==> src/rtl/rc4_pkg.sv <==
// Shared definitions for the RC4 key-scheduling engine.
// Build option: define RC4_KSA_INIT_EN to let the engine fill S[k] = k itself
// before the shuffle; without it the S-array must be loaded beforehand.
package rc4_pkg;

    localparam int KEY_BYTE_W = 8;

    // Engine states; fixed encodings keep the debug view stable across builds.
    typedef enum logic [3:0] {
        S_IDLE   = 4'd0,
`ifdef RC4_KSA_INIT_EN
        S_INIT   = 4'd1,
`else
`endif
        S_RD_I   = 4'd2,
        S_WAIT_I = 4'd3,
        S_CAP_I  = 4'd4,
        S_WAIT_J = 4'd5,
        S_CAP_J  = 4'd6,
        S_WR_J   = 4'd7,
        S_WR_I   = 4'd8,
        S_NEXT   = 4'd9,
        S_DONE   = 4'd10
    } state_t;

endpackage

==> src/rtl/rc4_key_sel.sv <==
// Key byte selector for the RC4 KSA engine: owns the wrapping key-index
// counter (i mod KEY_BYTES without a divider) and picks that byte from the
// captured key, byte 0 being the most significant byte.
module rc4_key_sel
    import rc4_pkg::*;
#(
    parameter int KEY_BYTES = 3
) (
    input  logic                            i_clk,
    input  logic                            i_reset_n,
    input  logic                            i_clear,
    input  logic                            i_advance,
    input  logic [KEY_BYTE_W*KEY_BYTES-1:0] i_key,
    output logic [KEY_BYTE_W-1:0]           o_key_byte
);

    localparam int IDX_W = (KEY_BYTES > 1) ? $clog2(KEY_BYTES) : 1;
    localparam logic [IDX_W-1:0] IDX_LAST = IDX_W'(KEY_BYTES - 1);

    logic [IDX_W-1:0] r_idx;

    // Key index: cleared at run start, wraps after the last key byte.
    always_ff @(posedge i_clk) begin
        if (!i_reset_n) begin
            r_idx <= '0;
        end else if (i_clear) begin
            r_idx <= '0;
        end else if (i_advance) begin
            r_idx <= (r_idx == IDX_LAST) ? '0 : r_idx + 1'b1;
        end
    end

    // Byte multiplexer: byte b sits at the top end of the key word for b = 0.
    always_comb begin
        o_key_byte = '0;
        for (int b = 0; b < KEY_BYTES; b++) begin
            if (r_idx == IDX_W'(b)) begin
                o_key_byte = i_key[KEY_BYTE_W*(KEY_BYTES-1-b) +: KEY_BYTE_W];
            end
        end
    end

endmodule

==> src/rtl/rc4_ksa_engine.sv <==
// RC4 key-scheduling engine driving an external S-array with a one-cycle
// synchronous read port: an address registered in RD_I/CAP_I returns q two
// cycles after that state (in CAP_I/CAP_J). Each i iteration is 8 cycles.
// Build option: RC4_KSA_INIT_EN adds the INIT state (S[k] = k, N cycles).
// Handshake: start is sampled only in IDLE; finish pulses one cycle in DONE;
// abort returns any active run to IDLE on the next edge without finish.
module rc4_ksa_engine
    import rc4_pkg::*;
#(
    parameter int KEY_BYTES = 3,
    parameter int ADDR_W    = 8,
    parameter int DATA_W    = 8
) (
    input  logic                            clk,
    input  logic                            reset_n,
    input  logic                            start,
    input  logic                            abort,
    input  logic [KEY_BYTE_W*KEY_BYTES-1:0] secret_key,
    input  logic [DATA_W-1:0]               q,
    output logic [ADDR_W-1:0]               address,
    output logic [DATA_W-1:0]               data,
    output logic                            wren,
    output logic                            busy,
    output logic                            finish,
    output logic [3:0]                      o_dbg_state
);

    localparam logic [ADDR_W-1:0] I_LAST = '1;

    state_t                          r_state;
    logic [ADDR_W-1:0]               r_i;
    logic [ADDR_W-1:0]               r_j;
    logic [DATA_W-1:0]               r_si;
    logic [DATA_W-1:0]               r_sj;
    logic [KEY_BYTE_W*KEY_BYTES-1:0] r_key;
    logic [ADDR_W-1:0]               r_address;
    logic [DATA_W-1:0]               r_data;
    logic                            r_wren;
    logic                            r_busy;
    logic                            r_finish;

    logic                            w_accept;
    logic [KEY_BYTE_W-1:0]           w_key_byte;
    logic [ADDR_W-1:0]               w_j_next;
    logic [ADDR_W-1:0]               w_i_inc;

    assign w_accept = (r_state == S_IDLE) && start && !abort;
    assign w_j_next = r_j + ADDR_W'(q) + ADDR_W'(w_key_byte);
    assign w_i_inc  = r_i + 1'b1;

    rc4_key_sel #(
        .KEY_BYTES (KEY_BYTES)
    ) u_key_sel (
        .i_clk      (clk),
        .i_reset_n  (reset_n),
        .i_clear    (w_accept),
        .i_advance  (r_state == S_CAP_I),
        .i_key      (r_key),
        .o_key_byte (w_key_byte)
    );

    // Main FSM with registered S-array port, busy and finish.
    always_ff @(posedge clk) begin
        if (!reset_n) begin
            r_state   <= S_IDLE;
            r_i       <= '0;
            r_j       <= '0;
            r_si      <= '0;
            r_sj      <= '0;
            r_key     <= '0;
            r_address <= '0;
            r_data    <= '0;
            r_wren    <= 1'b0;
            r_busy    <= 1'b0;
            r_finish  <= 1'b0;
        end else if (abort && (r_state != S_IDLE)) begin
            r_state  <= S_IDLE;
            r_wren   <= 1'b0;
            r_busy   <= 1'b0;
            r_finish <= 1'b0;
        end else begin
            case (r_state)
                S_IDLE: begin
                    if (w_accept) begin
                        r_key  <= secret_key;
                        r_i    <= '0;
                        r_j    <= '0;
                        r_busy <= 1'b1;
`ifdef RC4_KSA_INIT_EN
                        r_state   <= S_INIT;
                        r_address <= '0;
                        r_data    <= '0;
                        r_wren    <= 1'b1;
`else
                        r_state   <= S_RD_I;
`endif
                    end
                end
`ifdef RC4_KSA_INIT_EN
                S_INIT: begin
                    if (r_i == I_LAST) begin
                        r_i     <= '0;
                        r_wren  <= 1'b0;
                        r_state <= S_RD_I;
                    end else begin
                        r_i       <= w_i_inc;
                        r_address <= w_i_inc;
                        r_data    <= DATA_W'(w_i_inc);
                    end
                end
`else
`endif
                S_RD_I: begin
                    r_address <= r_i;
                    r_state   <= S_WAIT_I;
                end
                S_WAIT_I: r_state <= S_CAP_I;
                S_CAP_I: begin
                    r_si      <= q;
                    r_j       <= w_j_next;
                    r_address <= w_j_next;
                    r_state   <= S_WAIT_J;
                end
                S_WAIT_J: r_state <= S_CAP_J;
                S_CAP_J: begin
                    // S[j] <= si is presented during WR_J.
                    r_sj      <= q;
                    r_address <= r_j;
                    r_data    <= r_si;
                    r_wren    <= 1'b1;
                    r_state   <= S_WR_J;
                end
                S_WR_J: begin
                    // S[i] <= sj; when i == j, sj equals si so the entry holds.
                    r_address <= r_i;
                    r_data    <= r_sj;
                    r_wren    <= 1'b1;
                    r_state   <= S_WR_I;
                end
                S_WR_I: begin
                    r_wren  <= 1'b0;
                    r_state <= S_NEXT;
                end
                S_NEXT: begin
                    if (r_i == I_LAST) begin
                        r_finish <= 1'b1;
                        r_state  <= S_DONE;
                    end else begin
                        r_i     <= w_i_inc;
                        r_state <= S_RD_I;
                    end
                end
                S_DONE: begin
                    r_finish <= 1'b0;
                    r_busy   <= 1'b0;
                    r_state  <= S_IDLE;
                end
                default: begin
                    r_wren   <= 1'b0;
                    r_busy   <= 1'b0;
                    r_finish <= 1'b0;
                    r_state  <= S_IDLE;
                end
            endcase
        end
    end

    assign address     = r_address;
    assign data        = r_data;
    assign wren        = r_wren;
    assign busy        = r_busy;
    assign finish      = r_finish;
    assign o_dbg_state = r_state;

endmodule

==> config.mk <==
export PLATFORM = sky130hd
export DESIGN_NAME = rc4_ksa_engine
export DESIGN_NICKNAME = d
export VERILOG_FILES = /design/src/rtl/rc4_pkg.sv /design/src/rtl/rc4_key_sel.sv /design/src/rtl/rc4_ksa_engine.sv
export SDC_FILE = /design/constraint.sdc
export NUM_CORES = 1
export LEC_CHECK = 0
export ABC_AREA = 1
export CAP_MARGIN = 15
export CORE_ASPECT_RATIO = 0.6
export CORE_UTILIZATION = 45
export DETAILED_ROUTE_END_ITERATION = 7
export GPL_ROUTABILITY_DRIVEN = 0
export GPL_TIMING_DRIVEN = 0
export PLACE_DENSITY = 0.69
export SYNTH_ARGS = -nofsm -noshare
export SYNTH_HDL_FRONTEND = slang
export SYNTH_SLANG_ARGS = --single-unit
==> constraint.sdc <==
create_clock -name clk -period 2.4 [get_ports clk]
set_input_delay 0.36 -clock clk [delete_from_list [all_inputs] [get_ports clk]]
set_output_delay 0.36 -clock clk [all_outputs]
set_load 0.05 [all_outputs]
# Word level (Yosys, flattened, before mapping)
# Cells that the tools add are included.
[classes]
mux = 18
n_reduce_logical = 27
add_sub_neg = 4
eq_ne = 15
bitwise_logic = 4
[ops]
columns = ["operator", "n"]
rows = [
  ["$pmux W8 S2", 3],
  ["$mux W8", 5],
  ["$pmux W4 S9", 1],
  ["$pmux W8 S3", 1],
  ["$add A8 B8 Y8", 2],
  ["$eq A4 B3 Y1 const B", 4],
  ["$reduce_or A8 Y1", 2],
  ["$eq A4 B4 Y1 const B", 3],
  ["$reduce_and A2 Y1", 6],
  ["$add A8 B1 Y8 const B", 1],
  ["$eq A4 B2 Y1 const B", 2],
  ["$eq A8 B8 Y1 const B", 1],
  ["$mux W4", 2],
  ["$reduce_or A2 Y1", 4],
  ["$reduce_or A7 Y1", 1],
  ["$pmux W1 S2", 3],
  ["$reduce_and A3 Y1", 2],
  ["$reduce_bool A2 Y1", 3],
  ["$logic_not A4 Y1", 1],
  ["$ne A2 B2 Y1 const B", 2],
  ["$not A1 Y1", 4],
  ["$reduce_and A4 Y1", 1],
  ["$reduce_bool A4 Y1", 1],
  ["$logic_and A1 B1 Y1", 3],
  ["9 further kinds", 10],
]
[word_totals]
output_inout_bits = 23
inputBits = 36
regBits = 81
wordCells = 80

# Logic depth before layout (Yosys ltp)
[logic_depth]
ltp_word = 6
mapped_depth = 16
mapped_depth_nobuf = 16

# Hierarchy
# Synthesis repeated with hierarchy kept, for this count alone.
[hier_totals]
hier_cells = 596
area_unflattened_um2 = 4167.7
[by_module_without_submodules]
columns = ["mod", "seq_area_each_um2", "area_each_um2", "cells_per_inst", "n_inst"]
rows = [
  ["rc4_ksa_engine", 1581.5, 3880.0, 546, 1],
  ["rc4_key_sel", 40.0, 287.8, 50, 1],
]

# Least setup slack after synthesis
# OpenSTA, ideal clock, no wires.
[synth_path]
kind = "register -> register"
start = "register u_key_sel.r_idx[0]"
end = "register r_j[4]"
setup_time_ps = 132
arrival_time_ps = 2270
path_stages_with_launch = 12
period_less_slack_ps = 2402
required_ps = 2268
n_path_buf = 0
path_slack_ps = -2
path_cell_list = "dfxtp_1 -> inv_1 -> nor2_1 -> nand2_1 -> nand3_1 -> fa_1 -> ha_1 -> a21oi_1 -> nand2_1 -> or2_2 -> nand3_1 -> a21oi_1"
[synth_between]
elab_chain_cells = 6
elab_cells_between_ends = 8
cone_classes = "add/sub (1); eq/ne (2); mux (4); reduce/logical (1)"
[synth_lines]
columns = ["element", "line_no", "source"]
rows = [
  ["start, declared", "rc4_key_sel.sv:20", "logic [IDX_W-1:0] r_idx;"],
  ["start signal, assigned", "rc4_key_sel.sv:29", "r_idx <= (r_idx == IDX_LAST) ? '0 : r_idx + 1'b1;"],
  ["$logic_not A2 Y1", "rc4_key_sel.sv:37", "if (r_idx == IDX_W'(b)) begin"],
  ["$mux W8 (2 in series)", "rc4_key_sel.sv:37", ""],
  ["$mux W8 (*)", "rc4_key_sel.sv:37", ""],
  ["$add A8 B8 Y8 (*)", "rc4_ksa_engine.sv:48", "assign w_j_next = r_j + ADDR_W'(q) + ADDR_W'(w_key_byte);"],
  ["$pmux W8 S2 (*)", "rc4_ksa_engine.sv:82", "case (r_state)"],
  ["end signal, assigned", "rc4_ksa_engine.sv:120", "r_j <= w_j_next;"],
  ["end, declared", "rc4_ksa_engine.sv:32", "logic [ADDR_W-1:0] r_j;"],
]
# Every way passes the cells marked *; elsewhere a longest branch is shown, timed or not.
# A chain may end at the register's enable or synchronous reset.

# Final worst setup path
[layout_path]
start = "input q[1]"
end = "register r_address[5], in the netlist address[5]"
[layout_between]
elab_chain_cells = 3
[layout_lines]
columns = ["element", "line_no", "source"]
rows = [
  ["start, declared", "rc4_ksa_engine.sv:19", "input logic [DATA_W-1:0] q,"],
  ["$add A8 B8 Y8 (2 in series)", "rc4_ksa_engine.sv:48", ""],
  ["$pmux W8 S3", "rc4_ksa_engine.sv:82", ""],
  ["end signal, assigned", "rc4_ksa_engine.sv:114", "r_address <= r_i;"],
  ["end signal, assigned", "rc4_ksa_engine.sv:121", "r_address <= w_j_next;"],
  ["end signal, assigned", "rc4_ksa_engine.sv:128", "r_address <= r_j;"],
  ["end, declared", "rc4_ksa_engine.sv:36", "logic [ADDR_W-1:0] r_address;"],
]
# No other way between the ends.

==> impl_metrics.toml <==
[grt]
overflow = 0
grt.total_usage_pct = 26.1
grt_first_pass_wirelength_mm = 19.3
grt_pass1_vias = 3870
grt_start_max_net_pins = 13
antenna_violations_before_repair = 0

[outcome]
violated_checks = "DRC, setup timing"
status = "finished with violations"

[routing]
met2WireLength_mm = 5.02
routed-wl-met3_um = 933
routed_vias_inst = 5.42
detail_route.iter0.violations = 472
drt_first_pass_iters = 8
wire_per_inst_um = 15.4
top_layer_used = "met4"
remaining_drc_errors = 4
number_of_antenna_violating_nets_in_the_routed_design = 0
route.vias.total = 4157
drt_wl_total_mm = 11.8
detail_route.wirelength.met1_mm = 5.79

[floorplan]
floorplan.die.height_um = 76.2
die_width_um = 126
top_level_ports = 59
num_rows = 26
core_area_um2 = 8720
starting_utilization_of_the_core_area_pct = 47.4
die-area_um2 = 9570

[timing]
tightestPinTransition_ns = 0.809
final.setup.worst_slack_ns = -0.101
maxSlewHeadroom_pct = 46.0
finalHoldViolCount = 0
unrepaired_setup_endpoints_after_global_routing = "true"
post-route-min-period_ns = 2.50
setup_viol = 9
clock-skew-final_ns = 0.00575
final.period_utilization_pct = 104
final-max-slew-violation-count = 0
fmax_mhz = 400

[pwr]
power_density_nw_per_um2 = 917
part_of_the_power_in_the_clock_network_pct = 30.1
swShare_pct = 36.8
power_frac_seq_pct = 33.1
combPwrFrac_pct = 36.8
p_sw_mw = 1.80
cellLeakagePower_nw = 2.15
post-layout-total-power_mw = 4.89
peak_vdd_ir_uv = 536
power.internal_mw = 3.09

[worst_setup_path]
critPathKind = "in2reg"
critPathBufInv = 2
critPathMaxStageDelay_ns = 0.61
crit_cells = 10
critical_path_arrival_ns = 2.78
crit-reg2reg-capture = "address[7]"
ff2ff_path_depth = 15
cp_max_fo = 3
critPathCapture = "address[5]"
path_cells = "clkdlybuf4s50_1 > fa_1 > ha_2 > inv_2 > fa_2 > nor2_1 > nor2_1 > xnor2_1 > nand2_1 > a21oi_2"
crit_path_top_delay_cell = "fa_1"
ff_to_ff_setup_slack_ns = -0.08
critical_path_end_type = "register"
cpMostUsedCell = "nor2_1"
critical-path-top-delay-family = "adder cells"
startpoint = "q[1]"
startpoint_type = "primary input"
critical_path_rt_ns = 2.68
rr_startpoint = "u_key_sel.r_idx[0]"

[synthesis]
synth_cell_types = 39
yosys_warnings = 0
yosys_reg_bits = 81
synthCells = 578
synthDominantCellAreaShare_pct = 39.3
library_cell_occupying_the_most_area_in_the_post_synthesis_netlist = "dfxtp_1"
per_instance_average_area_after_synthesis_um2 = 7.14
synth_enable_flop_cells = 0
synth_seq_area_share_pct = 39.3
combined_area_of_all_synthesized_cells_um2 = 4130
postSynth.asyncResetShare_pct = 0
synth_fp_nets = 629
synth_top_flop_cell = "dfxtp_1"
synth.top_cells.by_area = "dfxtp_1 39%, nand2_1 13%, nor2_1 8.8%, a21oi_1 7.9%, o21ai_0 5.3%"

[cells_and_area]
share_of_layout_cells_above_drive_strength_1_pct = 13.7
most_frequent_standard_cell_in_the_layout_excluding_fill_and_tap_cells = "nand2_1"
finalNonFillerCells = 767
layout.cell_area.non_filler_um2 = 5340
synthToLayoutAreaGrowth_pct = 29.2
layout_common_cells = "141 x nand2_1, 93 x nor2_1, 79 x dfxtp_1, 60 x a21oi_1, 57 x clkdlybuf4s50_1"
diodes = 0
nNetsFinal = 702

[clock_tree]
maximum_clock_insertion_buffer_count = 2
clock_latency_ns = 0.34
cts_tree = "done"
cts_made_buffers = 9
htree_levels = 3
post_cts_hold_buffer_count = 0
clkTransAtPathRegs_ns = 0.06
cts_root_buffer = "clkbuf_16"
tritoncts_num_sinks = 81

[min_path]
hold_path.class = "reg2reg"

[place]
placed_instance_area_um2 = 4840
place_hpwl_mm = 8.88
port_buffers = 57
dpl_cells = 747

[job]
drv.max_cap_violation_count = 0
[power groups by stage]
| stage | registers (mW) | clock network (mW) | logic, mW |
|---|---|---|---|
| 4_1_cts | 1.62 | 1.48 | 1.75 |
| 3_3_place_gp | 1.63 | 0 | 1.61 |
| 2_1_floorplan | 1.89 | 0 | 0.891 |
| 3_5_place_dp | 1.64 | 0 | 1.64 |
| 6_report | 1.62 | 1.47 | 1.80 |
| 5_1_grt | 1.64 | 1.54 | 1.94 |
[per-stage QoR]
stage / TNS, ns / hold slack (ns) / utilization [%] / setup WS [ns]
final: -0.452 / 0.465 / 61.2 / -0.101
after detailed placement: -4.79 / 0.457 / 55.5 / -0.547
after floorplan: 0 / 0.441 / - / 0.0364
after global routing: -1.34 / 0.489 / 61.2 / -0.214
after global placement: -4.61 / 0.452 / 55.5 / -0.498
after CTS: -0.245 / 0.466 / 60.9 / -0.0675
[flip-flops by register name (all words and copies together) (netlist names)]
register         cells
r_sj                 8
address              8
busy                 1
data                 8
r_si                 8
r_i                  8
u_key_sel.r_idx      2
finish               1
o_dbg_state          4
wren                 1
r_key               24
r_j                  8
[worst reg2reg max path: stages (launching register included)]
cell and delay (ns):
dfxtp_4 0.41, inv_4 0.06, nor2_4 0.20, nand2_1 0.11
nand3_2 0.09, fa_1 0.46, ha_4 0.28, nand2_1 0.08
nand2_1 0.07, nand2_1 0.07, nand2_1 0.07, nor2_2 0.15
inv_1 0.05, nand2_1 0.07, nand3_1 0.10, a21oi_2 0.15
[kinds of logic after synthesis]
family	count (synthesis)	synth area share, %
fa+ha+maj	15	6.00
simple gates	294	31.0
compound gates	121	15.3
flops	81	39.3
xor+xnor	6	1.27
buf+inv	61	7.12
[metal layers]
metal / global-route usage [%] / up-vias
met5: 0 / -
met4: 4.88 / 0
met3: 7.37 / 10
met2: 39.3 / 168
met1: 37.1 / 1960
li1: - / 2019
[synthesized netlist by cell type (2+ instances only)]
| library cell | instances |
|---|---|
| or2_2 | 2 |
| nand3_1 | 24 |
| a21oi_1 | 65 |
| xor2_1 | 3 |
| inv_4 | 2 |
| a211oi_1 | 2 |
| o22ai_1 | 2 |
| xnor2_1 | 3 |
| nand2_4 | 6 |
| dfxtp_1 | 81 |
| o21ai_1 | 3 |
| nor2_2 | 2 |
| buf_4 | 3 |
| nand2_1 | 145 |
| inv_1 | 33 |
| buf_6 | 6 |
| nor2_1 | 97 |
| buf_1 | 2 |
| nor3_1 | 4 |
| nor2_4 | 5 |
| inv_2 | 6 |
| o21ai_0 | 44 |
| clkbuf_1 | 6 |
| nand4_1 | 3 |
| fa_1 | 8 |
| ha_1 | 7 |
| a22oi_1 | 2 |
[layout make-up]
| cell class | count | area (um^2) |
|---|---|---|
| Buffer | 19 | 130 |
| Clock buffer | 12 | 246 |
| Fill cell | 808 | 3380 |
| Tap cell | 112 | 140 |
| Sequential cell | 81 | 1630 |
| Inverter | 42 | 169 |
| Clock inverter | 3 | 65.1 |
| Timing Repair Buffer | 62 | 608 |
| Multi-Input combinational cell | 436 | 2350 |
[worst min-delay path by stage]
stage                       start  endpoint  cells past startpoint
final                      r_i[5]    r_i[5]                      2
after global routing       r_i[5]    r_i[5]                      2
after CTS                  r_i[5]    r_i[5]                      2
after detailed placement   r_i[5]    r_i[5]                      2
after global placement    r_sj[0]   r_sj[0]                      2
after floorplan           r_sj[0]   r_sj[0]                      2
[what timing repair did]
item                                    in CTS  in global routing
endpoints found under the setup margin      12                 12
resized for setup                           31                  9
setup buffers                                5                  0
cloned                                       0                  0
pin swaps                                   23                 14
Power figures use the tool's default switching activity.
